===== src/rtl/i_decode_pkg.sv =====
// Shared decode constants, issue opcode enum and decoder state encoding.
package i_decode_pkg;

  localparam int unsigned REG_ADDR_W = 5;
  localparam int unsigned NUM_REGS   = 32;

  localparam logic [6:0] OPC_OP_IMM = 7'b0010011;
  localparam logic [6:0] OPC_OP     = 7'b0110011;
  localparam logic [6:0] OPC_LUI    = 7'b0110111;
  localparam logic [6:0] OPC_BRANCH = 7'b1100011;

  localparam logic [2:0] F3_ADDI = 3'b000;
  localparam logic [2:0] F3_ADD  = 3'b000;
  localparam logic [2:0] F3_BNE  = 3'b001;

  localparam logic [6:0] F7_ADD = 7'b0000000;
  localparam logic [6:0] F7_SUB = 7'b0100000;

  typedef enum logic [2:0] {
    OP_NOP = 3'd0,
    OP_ADD = 3'd1,
    OP_SUB = 3'd2,
    OP_LUI = 3'd3
  } ex_op_t;

  typedef enum logic [1:0] {
    IDLE   = 2'd0,
    DECODE = 2'd1,
    ISSUE  = 2'd2,
    BRANCH = 2'd3
  } state_t;

endpackage


===== src/rtl/i_scoreboard.sv =====
// Per-register busy bits: set on issue, cleared on writeback, x0 never busy.
module i_scoreboard
  import i_decode_pkg::*;
(
  input  logic                  clk,
  input  logic                  rst,
  input  logic                  set_valid,
  input  logic [REG_ADDR_W-1:0] set_addr,
  input  logic                  clr_valid,
  input  logic [REG_ADDR_W-1:0] clr_addr,
  input  logic [REG_ADDR_W-1:0] rd1_addr,
  output logic                  rd1_busy_c,
  input  logic [REG_ADDR_W-1:0] rd2_addr,
  output logic                  rd2_busy_c,
  output logic [NUM_REGS-1:0]   busy
);

  localparam logic [NUM_REGS-1:0] X0_MASK = NUM_REGS'(1);

  logic [NUM_REGS-1:0] set_mask;
  logic [NUM_REGS-1:0] clr_mask;

  always_comb begin
    set_mask = '0;
    clr_mask = '0;
    if (set_valid) set_mask[set_addr] = 1'b1;
    if (clr_valid) clr_mask[clr_addr] = 1'b1;
  end

  // Set is applied after clear so a same-cycle set/clear leaves the bit set.
  always_ff @(posedge clk) begin
    if (!rst) busy <= '0;
    else      busy <= ((busy & ~clr_mask) | set_mask) & ~X0_MASK;
  end

  assign rd1_busy_c = busy[rd1_addr];
  assign rd2_busy_c = busy[rd2_addr];

endmodule


===== src/rtl/i_decode.sv =====
// Single-issue decoder: latches one instruction, checks hazards, issues ALU ops or resolves BNE.
module i_decode
  import i_decode_pkg::*;
#(
  parameter int unsigned ADDR_WIDTH = 32,
  parameter int unsigned INST_WIDTH = 32,
  parameter int unsigned DATA_WIDTH = 32
) (
  input  logic                  clk,
  input  logic                  rst,
  input  logic                  inst_valid,
  input  logic [INST_WIDTH-1:0] inst,
  output logic                  inst_vacant,
  output logic                  offset_valid,
  output logic [ADDR_WIDTH-1:0] offset,
  output logic [4:0]            rf_rs1_addr,
  output logic [4:0]            rf_rs2_addr,
  input  logic [DATA_WIDTH-1:0] rf_rs1_data,
  input  logic [DATA_WIDTH-1:0] rf_rs2_data,
  input  logic                  wb_valid,
  input  logic [4:0]            wb_rd,
  output logic                  ex_valid,
  input  logic                  ex_ready,
  output ex_op_t                ex_op,
  output logic [4:0]            ex_rd,
  output logic [DATA_WIDTH-1:0] ex_a,
  output logic [DATA_WIDTH-1:0] ex_b
);

  state_t                  state;
  logic [INST_WIDTH-1:0]   inst_q;

  logic [6:0]              opcode;
  logic [2:0]              f3;
  logic [6:0]              f7;
  logic [4:0]              rd_f;
  logic [12:0]             imm_b;
  logic [ADDR_WIDTH-1:0]   imm_b_ext;

  ex_op_t                  dec_op;
  logic [4:0]              dec_rd;
  logic                    use_rs1;
  logic                    use_rs2;
  logic                    is_bne;
  logic [DATA_WIDTH-1:0]   opnd_a;
  logic [DATA_WIDTH-1:0]   opnd_b;
  logic                    hazard;

  logic                    rs1_busy;
  logic                    rs2_busy;
  logic [NUM_REGS-1:0]     busy;

  assign opcode      = inst_q[6:0];
  assign rd_f        = inst_q[11:7];
  assign f3          = inst_q[14:12];
  assign f7          = inst_q[31:25];
  assign rf_rs1_addr = inst_q[19:15];
  assign rf_rs2_addr = inst_q[24:20];
  assign imm_b       = {inst_q[31], inst_q[7], inst_q[30:25], inst_q[11:8], 1'b0};
  assign imm_b_ext   = {{(ADDR_WIDTH-13){imm_b[12]}}, imm_b};

  // Instruction classification and operand selection from the latched word.
  always_comb begin
    dec_op  = OP_NOP;
    dec_rd  = '0;
    use_rs1 = 1'b0;
    use_rs2 = 1'b0;
    is_bne  = 1'b0;
    opnd_a  = '0;
    opnd_b  = '0;
    if (opcode == OPC_OP_IMM && f3 == F3_ADDI) begin
      dec_op  = OP_ADD;
      dec_rd  = rd_f;
      use_rs1 = 1'b1;
      opnd_a  = rf_rs1_data;
      opnd_b  = {{(DATA_WIDTH-12){inst_q[31]}}, inst_q[31:20]};
    end else if (opcode == OPC_OP && f3 == F3_ADD && (f7 == F7_ADD || f7 == F7_SUB)) begin
      dec_op  = (f7 == F7_SUB) ? OP_SUB : OP_ADD;
      dec_rd  = rd_f;
      use_rs1 = 1'b1;
      use_rs2 = 1'b1;
      opnd_a  = rf_rs1_data;
      opnd_b  = rf_rs2_data;
    end else if (opcode == OPC_LUI) begin
      dec_op  = OP_LUI;
      dec_rd  = rd_f;
      opnd_b  = DATA_WIDTH'({inst_q[31:12], 12'b0});
    end else if (opcode == OPC_BRANCH && f3 == F3_BNE) begin
      is_bne  = 1'b1;
      use_rs1 = 1'b1;
      use_rs2 = 1'b1;
    end
  end

  // dec_rd is zero for BNE/NOP and busy[0] is never set, so rd=0 needs no special case.
  assign hazard = (use_rs1 && rs1_busy) || (use_rs2 && rs2_busy) || busy[dec_rd];

  i_scoreboard u_sb (
    .clk        (clk),
    .rst        (rst),
    .set_valid  (state == ISSUE && ex_ready),
    .set_addr   (ex_rd),
    .clr_valid  (wb_valid),
    .clr_addr   (wb_rd),
    .rd1_addr   (rf_rs1_addr),
    .rd1_busy_c (rs1_busy),
    .rd2_addr   (rf_rs2_addr),
    .rd2_busy_c (rs2_busy),
    .busy       (busy)
  );

  always_ff @(posedge clk) begin
    if (!rst) begin
      state        <= IDLE;
      inst_q       <= '0;
      inst_vacant  <= 1'b1;
      offset_valid <= 1'b0;
      offset       <= '0;
      ex_valid     <= 1'b0;
      ex_op        <= OP_NOP;
      ex_rd        <= '0;
      ex_a         <= '0;
      ex_b         <= '0;
    end else begin
      offset_valid <= 1'b0;
      case (state)
        IDLE: begin
          if (inst_valid) begin
            inst_q      <= inst;
            inst_vacant <= 1'b0;
            state       <= DECODE;
          end
        end
        DECODE: begin
          if (!hazard) begin
            if (is_bne) begin
              offset_valid <= 1'b1;
              offset       <= (rf_rs1_data != rf_rs2_data) ? imm_b_ext - ADDR_WIDTH'(4) : '0;
              state        <= BRANCH;
            end else begin
              ex_valid <= 1'b1;
              ex_op    <= dec_op;
              ex_rd    <= dec_rd;
              ex_a     <= opnd_a;
              ex_b     <= opnd_b;
              state    <= ISSUE;
            end
          end
        end
        ISSUE: begin
          if (ex_ready) begin
            ex_valid    <= 1'b0;
            inst_vacant <= 1'b1;
            state       <= IDLE;
          end
        end
        BRANCH: begin
          inst_vacant <= 1'b1;
          state       <= IDLE;
        end
        default: begin
          inst_vacant <= 1'b1;
          state       <= IDLE;
        end
      endcase
    end
  end

endmodule


===== config.mk =====
export PLATFORM = sky130hd
export DESIGN_NAME = i_decode
export DESIGN_NICKNAME = d
export VERILOG_FILES = /design/src/rtl/i_decode_pkg.sv /design/src/rtl/i_scoreboard.sv /design/src/rtl/i_decode.sv
export SDC_FILE = /design/constraint.sdc
export NUM_CORES = 1
export LEC_CHECK = 0
export ABC_AREA = 1
export BUFFER_PORTS_ARGS = -buffer_cell sky130_fd_sc_hd__buf_4
export CAP_MARGIN = 10
export CORE_MARGIN = 10
export CORE_UTILIZATION = 30
export DETAILED_ROUTE_END_ITERATION = 6
export SLEW_MARGIN = 10
export SYNTH_ARGS = -nofsm -noshare
export SYNTH_HDL_FRONTEND = slang
export SYNTH_HIERARCHICAL = 1
export SYNTH_SLANG_ARGS = --single-unit

===== constraint.sdc =====
create_clock -name clk -period 3.5 [get_ports clk]
set_clock_uncertainty 0.15 [all_clocks]
set_input_delay 1.05 -clock clk [delete_from_list [all_inputs] [get_ports clk]]
set_output_delay 1.05 -clock clk [all_outputs]
set_load 0.05 [all_outputs]

Word-level counts from Yosys, hierarchy flattened
Index checks and enable logic that the tools add are counted.
{"block": "totals", "regBits": 173, "latch_bits": 0, "ramBits": 0, "mem_bits_ro": 0, "in_bits": 106, "out_inout_bits": 117, "elab_cells": 110, "memories": 0}
{"block": "op_classes", "addsub": 1, "mul": 0, "div_mod_pow": 0, "n_lt_le_gt_ge": 7, "n_eq_ne": 14, "n_shift": 0, "muxes": 45, "bitwise_logic": 7, "reduce_logical": 24}
{"op": "32-bit 2-to-1 mux", "count": 8}
{"op": "32-bit AND", "count": 1}
{"op": "32-bit != test", "count": 1}
{"op": "32-bit inverter", "count": 1}
{"op": "32-bit OR", "count": 1}
{"op": "5-bit by 6-bit < comparator with 1-bit output, second input constant", "count": 5}
{"op": "7-bit by 6-bit == test with 1-bit output, second input constant", "count": 3}
{"op": "1-bit 2-to-1 mux", "count": 19}
{"op": "1-bit binary-select mux with 5-bit select", "count": 3}
{"op": "5-bit 2-to-1 mux", "count": 3}
{"op": "2-bit 2-to-1 mux", "count": 7}
{"op": "13-bit by 4-bit subtractor with 14-bit output, second input constant", "count": 1}
{"op": "3-bit AND reduction", "count": 4}
{"op": "1-bit demux with 5-bit select", "count": 2}
{"op": "5-bit by 1-bit greater-or-equal comparator with 1-bit output, second input constant", "count": 2}
{"op": "1-bit logical AND", "count": 9}
{"op": "2-bit != test, second input constant", "count": 4}
{"op": "2-bit case mux with 4 select lines", "count": 1}
{"op": "7-bit by 5-bit == test with 1-bit output, second input constant", "count": 1}
{"op": "7-bit == test, second input constant", "count": 1}
{"op": "7-bit zero test", "count": 1}
{"op": "2-bit == test, second input constant", "count": 2}
{"op": "1-bit inverter", "count": 4}
{"op": "4-bit AND reduction", "count": 1}
{"op": "11 further kinds", "count": 13}

Longest topological paths before layout
{"block": "depth", "word_depth": 11, "ltp_mapped": 20, "mapped_depth_nobuf": 18}

Hierarchy
Netlist, hierarchy kept.
{"mod": "i_decode", "n_inst": 1, "cells_each": 933, "area_each_um2": 6433.7, "seq_area_each_um2": 2422.3}
{"mod": "i_scoreboard", "n_inst": 1, "cells_each": 321, "area_each_um2": 1940.6, "seq_area_each_um2": 620.6}

Least setup slack after synthesis
No wires, ideal clock.
{"block": "synth_path", "kind": "input port to flip-flop", "from": "input port rf_rs1_data[27]", "to": "register offset[6]", "setup_time_ns": 0.114, "t_arrival_ns": 2.654, "required_time_ns": 3.236, "slack_ns": 0.582, "path_stages": 11, "path_buffers": 0, "cell_sequence": "xor2_1 nor3b_1 nand2_1 nor4_1 inv_1 nor3_1 inv_1 o21ai_0 nand3_1 nand2_1 nor2_1"}
{"block": "synth_via", "elab_chain_cells": 2}
{"element": "from (decl)", "line": "i_decode.sv:18", "rtl": "input logic [DATA_WIDTH-1:0] rf_rs1_data,"}
{"element": "32-bit != test", "line": "i_decode.sv:138", "rtl": "offset <= (rf_rs1_data != rf_rs2_data) ? imm_b_ext - ADDR_WIDTH'(4) : '0;"}
{"element": "32-bit 2-to-1 mux", "line": "i_decode.sv:138"}
{"element": "to (signal assigned)", "line": "i_decode.sv:138"}
{"element": "to (decl)", "line": "i_decode.sv:15", "rtl": "output logic [ADDR_WIDTH-1:0] offset,"}
No other way between the ends.
A chain may end at the register's enable or synchronous reset.

Worst setup path in the final report
{"block": "layout_path", "from": "register inst_q[1]", "to": "register ex_b[0]"}
{"block": "layout_via", "elab_chain_cells": 11, "word_cells_on_any_way": 29, "cone_classes": "eq/ne: 4; mux: 14; bitwise: 2; reduce/logical: 9"}
{"element": "from (decl)", "line": "i_decode.sv:31", "rtl": "logic [INST_WIDTH-1:0] inst_q;"}
{"element": "from (signal assigned)", "line": "i_decode.sv:129", "rtl": "inst_q <= inst;"}
{"element": "parallel branches: the longest is 11 deep, another holds 7-bit by 6-bit == test with 1-bit output"}
{"element": "to (signal assigned)", "line": "i_decode.sv:145", "rtl": "ex_b <= opnd_b;"}
{"element": "to (decl)", "line": "i_decode.sv:27", "rtl": "output logic [DATA_WIDTH-1:0] ex_b"}
Several ways; the timed one is not identified. The select of a mux whose other input is x is not followed.

==> impl_metrics.csv <==
group,metric,value,unit
outcome,outcome,"completed",
floorplan,io_pins,223,
pwr,power_density,431,nW/um2
synth,avgSynthCellArea,6.68,um2
clocking,cts_sinks,152,
critical_path,max_stage_delay,520,ps
critical_path,startpoint_type,"flop",
placed_design,gp_congestion,0.965,
detailed_routing,avgViaCountPerCell,4.99,
detailed_routing,wire_per_inst,18.6,um
global_route,grt_pass1_vias,8631,
critical_path,cp_common_cell,"nor2_1",
global_route,track_usage,0.185,
floorplan,initial_core_util,0.303,
floorplan,die_h,187,um
placed_design,dp_cells,1781,
clocking,numCtsBuffers,17,
floorplan,rows,61,
timing,maxSlewViolCount,0,
global_route,antenna_found_initial,2,
synth,ys_top_cells_by_area,"dfxtp_1 36%, nand2_1 11%, nand3_1 9.2%, nor2_1 7.3%, a21oi_1 5.6%",
critical_path,reg2regPathDepth,9,
cells_and_area,area_delta_synth_final,28.4,%
timing,layout_min_cycle_time,2990,ps
floorplan,die_w,187,um
placed_design,hpwl,25500,um
timing,setup_violations,0,
global_route,grt_max_degree,93,
critical_path,crit_chain,"nand2_1 -> nor3_4 -> inv_1 -> nor4_2 -> inv_2 -> nand3_4 -> clkinv_2 -> nor2_1 -> nor2_1",
placed_design,port_buffers,220,
timing,fmax,0.334,GHz
synth,synthArstFlopShare,0,
job,maxCapViolCount,0,
synth,synthTopCellsByCount,"256 x nand2_1, 162 x nor2_1, 154 x nand3_1, 152 x dfxtp_1, 95 x inv_1",
critical_path,cp.arrival,3150,ps
cells_and_area,nets,1529,
timing,final-hold-violation-count,0,
detailed_routing,vias,9064,
critical_path,cp.depth,9,
timing,relSlewSlack,0.325,
synth,synth_flop_cell,"dfxtp_1",
clocking,cts_root_buf,"clkbuf_16",
timing,post-route-worst-setup-slack,510,ps
clocking,cts-resized-gates,0,
critical_path,cp_max_fo,37,
clocking,hold_buffers,0,
synth,synth_top_area_cell,"dfxtp_1",
critical_path,crit_slowest_cell,"nor4_2",
synth,synth.yosys.seq_area_share,0.363,
worst_hold_path,hp-class,"flop to flop",
clocking,clkLatencyLatePin,430,ps
cells_and_area,layout-drive-gt1-share,0.222,
detailed_routing,firstDrtPassIters,6,
clocking,postCtsSetupBuffers,0,
cells_and_area,finalNonFillerCells,1815,
critical_path,cp_top_family,"simple AND/OR/NAND/NOR gates",
critical_path,worst-path-buf-inv,3,
timing,tns,0,ps
synth,syn_area,8370,um2
clocking,clk_path_buf_depth,2,
floorplan,core,27600,um2
synth,netlist_instances,1254,
detailed_routing,drt_iter0_markers,806,
worst_hold_path,hold_path_depth,2,
synth,synth_most_common_cell,"nand2_1",
global_route,grt_overflow,0,
synth,yosysWarnings,6,
timing,grt_setup_unrepaired,"false",
clocking,clk_pin_slew_worst_paths,70,ps
placed_design,dpl_worst_slack,477,ps
detailed_routing,drtAntennaViolNets,0,
timing,worstMarginPinSlew,1010,ps
detailed_routing,drc,0,
critical_path,worstSetupEndpointType,"flop",
timing,period_share,0.854,
global_route,grt_pass1_wl,51700,um
pwr,leakagePower,0.00464,uW
synth,synth-seq-cells,152,
clocking,tritoncts,"done",
pwr,max-vdd-ir-drop,0.232,mV
detailed_routing,wirelength,33800,um
synth,ys_types,42,
critical_path,cp.required,3660,ps
clocking,h-tree-depth,4,
synth,yosysTopAreaCellShare,0.363,
critical_path,crit_type,"flop to flop",
floorplan,fp.dieArea,35000,um2
synth,synth_edf_count,0,
stage by stage:
step / hold WS, ps / cell area, um2 / util / power, uW
2_1_floorplan: 301 / 8380 / - / 2460
3_3_place_gp: 300 / 10200 / 0.368 / 2780
3_5_place_dp: 306 / 10200 / 0.368 / 2790
4_1_cts: 319 / 10700 / 0.389 / 4660
5_1_grt: 330 / 10700 / 0.389 / 4820
6_report: 314 / 10700 / 0.389 / 4640
worst reg2reg max path, delay by kind of cell (launching register included):
kind                   cells  cell delay [ps]
AND/OR/NAND/NOR            6             1400
buffers and inverters      3              990
flip-flops                 1              340
state kept, by name (all words and copies together), names as in the netlist:
register and count:
ex_a 32, ex_b 32, inst_q 32, u_sb/busy 31
offset 13, ex_rd 5, ex_op 2, state 2
ex_valid 1, inst_vacant 1, offset_valid 1
cell type report:
type	count	area [um2]
clock buffer	18	429
timing repair buffer	245	1880
antenna	2	5.00
tap	378	473
sequential	152	3040
inverter	109	410
clock inverter	14	155
multi-input combinational	897	4360
fill	3044	16900
per-layer routing:
metal,track usage,part of all wire,vias to the layer above,wire [um]
li1,-,-,4463,-
met1,0.246,0.45,4151,15000
met2,0.284,0.45,402,15100
met3,0.0442,0.078,48,2640
met4,0.0713,0.030,0,1020
met5,0,0,-,0
cells in the final DEF, fill, tap and decap left out, types with 2 or more instances in the layout:
cell type	Yosys	final
nor2_1	162	161
nand3b_1	9	9
a221oi_1	19	19
o2111ai_1	2	2
nand3_2	3	3
nor3b_1	3	3
o211ai_1	4	4
xor2_1	11	11
or2_2	10	10
nand2_2	4	4
nand4_1	34	34
nor4_1	5	5
a31oi_1	6	6
nor3_2	3	3
buf_12	0	3
nor3_1	15	15
nor2_2	4	5
inv_1	95	95
inv_2	12	12
conb_1	2	3
o21ai_0	73	73
xnor2_1	11	11
inv_6	0	4
dfxtp_1	152	152
a22o_1	2	2
inv_8	0	4
nand3_1	154	154
a21oi_1	94	94
clkbuf_16	0	17
nand2_1	256	256
buf_4	33	242
nor3_4	2	2
clkinv_2	1	2
diode_2	0	2
clkinvlp_4	0	2
power breakdown:
part / leakage, uW / switching (uW) / internal [uW]
registers: 0.00124 / 82.2 / 1800
clock network: 0.000282 / 866 / 1010
logic: 0.00312 / 578 / 296
total: 0.00464 / 1530 / 3110
final timing paths:
path               to  slack (ps)      start
max           ex_b[0]         510  inst_q[1]
min reg2reg  ex_a[26]         310   ex_a[26]
max reg2reg   ex_b[0]         510  inst_q[1]
min          ex_a[26]         310   ex_a[26]
cell families after synthesis:
logic type      after synthesis  share of synthesized area
simple gates                667                      0.359
buf+inv                     206                      0.117
compound gates              204                      0.135
flops                       152                      0.363
xor+xnor                     22                     0.0230
other cells                   2                   0.000897
fa+ha+maj                     1                    0.00149
Note: power is estimated with default switching activity, not from simulation.
